<file path="config.mk">
export PLATFORM = sky130hd
export DESIGN_NAME = seq_pattern_tx
export DESIGN_NICKNAME = d
export VERILOG_FILES = /design/src/rtl/seq_pattern_tx.sv
export SDC_FILE = /design/constraint.sdc
export NUM_CORES = 1
export LEC_CHECK = 0
export ABC_AREA = 1
export CAP_MARGIN = 20
export CORE_ASPECT_RATIO = 1.25
export CORE_MARGIN = 2
export CORE_UTILIZATION = 40
export DETAILED_ROUTE_END_ITERATION = 7
export GPL_TIMING_DRIVEN = 1
export PLACE_DENSITY = 0.67
export SETUP_SLACK_MARGIN = 0.1
export SLEW_MARGIN = 0
export SYNTH_ARGS = -nofsm -noshare
export SYNTH_HDL_FRONTEND = slang
export SYNTH_SLANG_ARGS = --single-unit
</file>
<file path="constraint.sdc">
create_clock -name clk -period 2 [get_ports clk]
set_clock_uncertainty 0.1 [all_clocks]
set_input_delay 0.4 -clock clk [delete_from_list [all_inputs] [get_ports clk]]
set_output_delay 0.4 -clock clk [all_outputs]
set_load 0.02 [all_outputs]
</file>
<file path="src/rtl/seq_pattern_tx.sv">
// rtl/seq_pattern_tx.sv - serial pattern transmitter with repeat count, inter-frame gap and abort
module seq_pattern_tx #(
    parameter int               PAT_W    = 4,
    parameter logic [PAT_W-1:0] PATTERN  = 4'b0111,
    parameter logic             IDLE_BIT = 1'b1,
    parameter int               CNT_W    = 8,
    parameter int               GAP_W    = 4
) (
    input  logic             clk,
    input  logic             rst,
    input  logic             start,
    input  logic             abort,
    input  logic [CNT_W-1:0] reps,
    input  logic [GAP_W-1:0] gap,
    output logic             x,
    output logic             x_valid,
    output logic             busy,
    output logic             done,
    output logic [CNT_W-1:0] sent
);

    localparam int             IW      = (PAT_W > 1) ? $clog2(PAT_W) : 1;
    localparam logic [IW-1:0]  IDX_TOP = IW'(PAT_W - 1);

    typedef enum logic [1:0] {
        S_IDLE,
        S_SEND,
        S_GAP,
        S_DONE
    } state_t;

    state_t             state, state_n;
    logic [IW-1:0]      idx, idx_n;
    logic [GAP_W-1:0]   gcnt, gcnt_n;
    logic [GAP_W-1:0]   gap_q, gap_q_n;
    logic [CNT_W-1:0]   reps_q, reps_q_n;
    logic [CNT_W-1:0]   sent_n, sent_inc;

    assign sent_inc = sent + CNT_W'(1);

    always_comb begin
        state_n  = state;
        idx_n    = idx;
        gcnt_n   = gcnt;
        gap_q_n  = gap_q;
        reps_q_n = reps_q;
        sent_n   = sent;
        case (state)
            S_IDLE: begin
                if (start && !abort) begin
                    sent_n = '0;
                    if (reps != '0) begin
                        reps_q_n = reps;
                        gap_q_n  = gap;
                        idx_n    = IDX_TOP;
                        state_n  = S_SEND;
                    end else begin
                        state_n  = S_DONE;
                    end
                end
            end
            S_SEND: begin
                if (abort) begin
                    state_n = S_DONE;
                end else if (idx == '0) begin
                    sent_n = sent_inc;
                    if (sent_inc == reps_q) begin
                        state_n = S_DONE;
                    end else if (gap_q == '0) begin
                        idx_n = IDX_TOP;
                    end else begin
                        gcnt_n  = gap_q;
                        state_n = S_GAP;
                    end
                end else begin
                    idx_n = idx - IW'(1);
                end
            end
            S_GAP: begin
                // counter enters at gap, so leaving on 1 gives exactly gap idle cycles
                if (abort) begin
                    state_n = S_DONE;
                end else if (gcnt == GAP_W'(1)) begin
                    gcnt_n  = '0;
                    idx_n   = IDX_TOP;
                    state_n = S_SEND;
                end else begin
                    gcnt_n = gcnt - GAP_W'(1);
                end
            end
            default: begin
                state_n = S_IDLE;
            end
        endcase
    end

    // outputs are registered from the next-state values so they line up with the state
    always_ff @(posedge clk or negedge rst) begin
        if (!rst) begin
            state   <= S_IDLE;
            idx     <= IDX_TOP;
            gcnt    <= '0;
            gap_q   <= '0;
            reps_q  <= '0;
            sent    <= '0;
            x       <= IDLE_BIT;
            x_valid <= 1'b0;
            busy    <= 1'b0;
            done    <= 1'b0;
        end else begin
            state   <= state_n;
            idx     <= idx_n;
            gcnt    <= gcnt_n;
            gap_q   <= gap_q_n;
            reps_q  <= reps_q_n;
            sent    <= sent_n;
            x       <= (state_n == S_SEND) ? PATTERN[idx_n] : IDLE_BIT;
            x_valid <= (state_n == S_SEND);
            busy    <= (state_n == S_SEND) || (state_n == S_GAP);
            done    <= (state_n == S_DONE);
        end
    end

endmodule
</file>
==> results.yml, run 1 <==
run_status:
  outcome: "finished with violations"
  violations: "setup timing"
synth:
  synth_top_cell_by_area: "dfrtp_1"
  ys_ff_latch: 32
  syn_area_sq_mm: 0.00186
  postSynthCellCount: 227
  synth.area.top_cells: "dfrtp_1 (39%), nand2_1 (8.9%), inv_1 (6.6%), nand3_1 (5.6%), dfstp_2 (4.2%)"
  synthDistinctLibCells: 32
  seq_area_frac_synth_pct: 43.2
  synth.avg_cell_area_sq_um: 8.21
  yosys_warnings: 0
  synth_top_area_share_pct: 39.0
  syn_nets: 248
floorplanning:
  core_sq_mm: 0.00446
  dieArea_sq_mm: 0.00522
  start_util_pct: 41.8
  die_w_microns: 65.0
  num_io_pins: 28
  rows: 27
  die_h_microns: 80.3
critical_path:
  cp_max_fo: 4
  cp_num_buf_inv: 1
  start_kind: "register"
  required_ps: 2070
  worstPathArrival_ps: 2210
  worstPathCellList: "ha_4 > nand3_4 > nor2_1 > nand2_1 > and2_4 > nor2_2 > nor2_1 > nand3_1 > nand2_1 > o21ai_1 > nand3_1 > buf_4 > ha_1"
  critical-path-top-delay-family: "simple AND/OR/NAND/NOR gates"
  slowest_delay_ps: 410
  critPathKind: "reg -> reg"
  critPathCaptureType: "register"
  crit_path_top_delay_cell: "dfrtp_2"
layout:
  register_area_sq_um: 810
  multiInputGateArea_sq_um: 996
  final_layout_size_suffix_gt1_share_pct: 29.4
  layout_common_cells: "nand2_1 (42), buf_4 (33), inv_1 (31)"
  fin_area_sq_mm: 0.00267
  antenna_cells: 0
  final_common_cell: "nand2_1"
  fillers: 412
  nets: 316
  area_growth_pct: 43.5
power:
  powerDensity_mw_per_mm2: 1270
  power_mw: 3.39
  ir_drop_mv: 0.868
  p_leak_nw: 1.24
timing:
  setup_slack_ps: -145
  fin_crit_sh_pct: 107
  holdWs_ps: 383
  setup_viol: 4
  worstMarginPinSlew_ps: 600
  rsz0062_at_grt: "true"
  setup_tns_ps: -435
  max_freq_ghz: 0.466
  finalHoldViolCount: 0
  drv_slew: 0
  fin_crit_ps: 2140
  slew_headroom_pct: 59.6
global_routing:
  track_usage_pct: 18.9
  antenna_found_initial: 0
  grt_pass1_wl_microns: 7640
  grt_pass1_vias: 1713
  grt_remaining_overflow: 0
  grt_max_degree: 33
placed_design:
  gp_congestion: 0.899
  numPortBuffers: 27
  pre_cts_slack_ps: -233
  dp_hpwl_microns: 3190
  placed_cell_area_sq_mm: 0.00249
cts:
  clock_sinks: 32
  path_clk_slew_ps: 60
  htree_levels: 2
  cts_made_buffers: 5
  cts_tree: "done"
  cts.path.max_buffers: 2
  cts_root_buffer: "clkbuf_8"
  postCtsHoldBufs: 0
  clk_latency_ps: 280
routing:
  drt-initial-drc-count: 100
  wirelength_microns: 4230
  via_count: 1722
  dr.pass1.iters: 4
  drc: 0
  vias_per_cell: 4.86
  avgRoutedWirePerCell_microns: 11.9
  drtAntennaViolNets: 0
worst_hold_path:
  min_path_type: "reg -> reg"
job:
  drv_cap: 0
-- Yosys cell counts (all sizes together) --
| cell | count |
|---|---|
| buf | 2 |
| clkbuf | 1 |
| xnor2 | 3 |
| nor2 | 27 |
| nor4 | 4 |
| a2111oi | 2 |
| o311ai | 1 |
| o32ai | 1 |
| a31oi | 1 |
| mux2i | 1 |
| nand3 | 22 |
| dfrtp | 29 |
| and2 | 1 |
| dfstp | 3 |
| nand2 | 51 |
| o21ai | 10 |
| nand4 | 2 |
| xor2 | 2 |
| mux2 | 5 |
| a21oi | 14 |
| o22ai | 7 |
| inv | 33 |
| ha | 5 |
-- layout make-up --
class | count | area share (%)
Sequential cell | 32 | 30.3
Tap cell | 58 | 2.71
Inverter | 33 | 4.63
Clock buffer | 8 | 3.37
Timing Repair Buffer | 64 | 21.8
Multi-Input combinational cell | 159 | 37.2
-- per-stage QoR --
stage               utilization [%]  cells
detailed placement             55.8    343
floorplan                         -    227
finish                         60.0    354
global placement               55.8    343
CTS                            58.8    353
global route                   60.0    354
-- worst min-delay path, cell delays in order, from the launching register on --
cell and delay [ps]:
dfrtp_1 350, nand2_1 60, nand2_1 50
-- report_power, final --
group | switching (mW) | total, mW | internal [mW] | leakage [nW]
registers | 0.184 | 1.11 | 0.925 | 0.380
clock network | 0.226 | 0.506 | 0.280 | 0.0455
logic | 0.929 | 1.78 | 0.850 | 0.816
total | 1.34 | 3.39 | 2.06 | 1.24
-- layer usage --
layer,global-route usage (%),wire [microns]
met1,22.1,1840
met2,34.7,2200
met5,0,0
met3,3.78,133
met4,5.63,62
-- cells by family (layout without fill, tap and decap cells) --
kind of cell,Yosys count,count (layout),synth area share [%]
AO/OA/AOI/OAI,36,36,11.8
XOR/XNOR,5,5,2.35
adder cells (fa/ha/maj),5,5,3.36
buffers and inverters,36,105,7.72
flip-flops,32,32,43.2
multiplexers,6,6,3.56
AND/OR/NAND/NOR,107,107,28.0
-- sequential cells by signal, summed over array words and instances, names as in the netlist --
register and cells:
reps_q 8, sent 8, gap_q 4, gcnt 4, idx 2, state 2, busy 1, done 1
x 1, x_valid 1
-- what timing repair did --
action | 4_1_cts | 5_1_grt
resized for setup | 12 | 12
cloned | 0 | 0
buffers inserted | 2 | 1
pin swaps | 2 | 5
endpoints found under the setup margin | 13 | 19
-- final timing paths --
check / start / endpoint / slack, ps / cells past startpoint
setup / recovery: sent[1] / done / -140 / 13
hold / removal: reps_q[3] / reps_q[3] / 380 / 2
setup reg to reg: sent[1] / done / -140 / 13
hold reg to reg: reps_q[3] / reps_q[3] / 380 / 2
max in group asynchronous: rst / idx[1] / 1040 / 2
min in group asynchronous: rst / reps_q[0] / 430 / 2
No activity file was read; power rests on OpenSTA's default activity.
==> run 2, diff against run 1 <==
Settings changed: CTS_CLUSTER_DIAMETER set to 100.
==> results of run 2 <==
Final layout, timing and power as in run 1 (identical DEF).
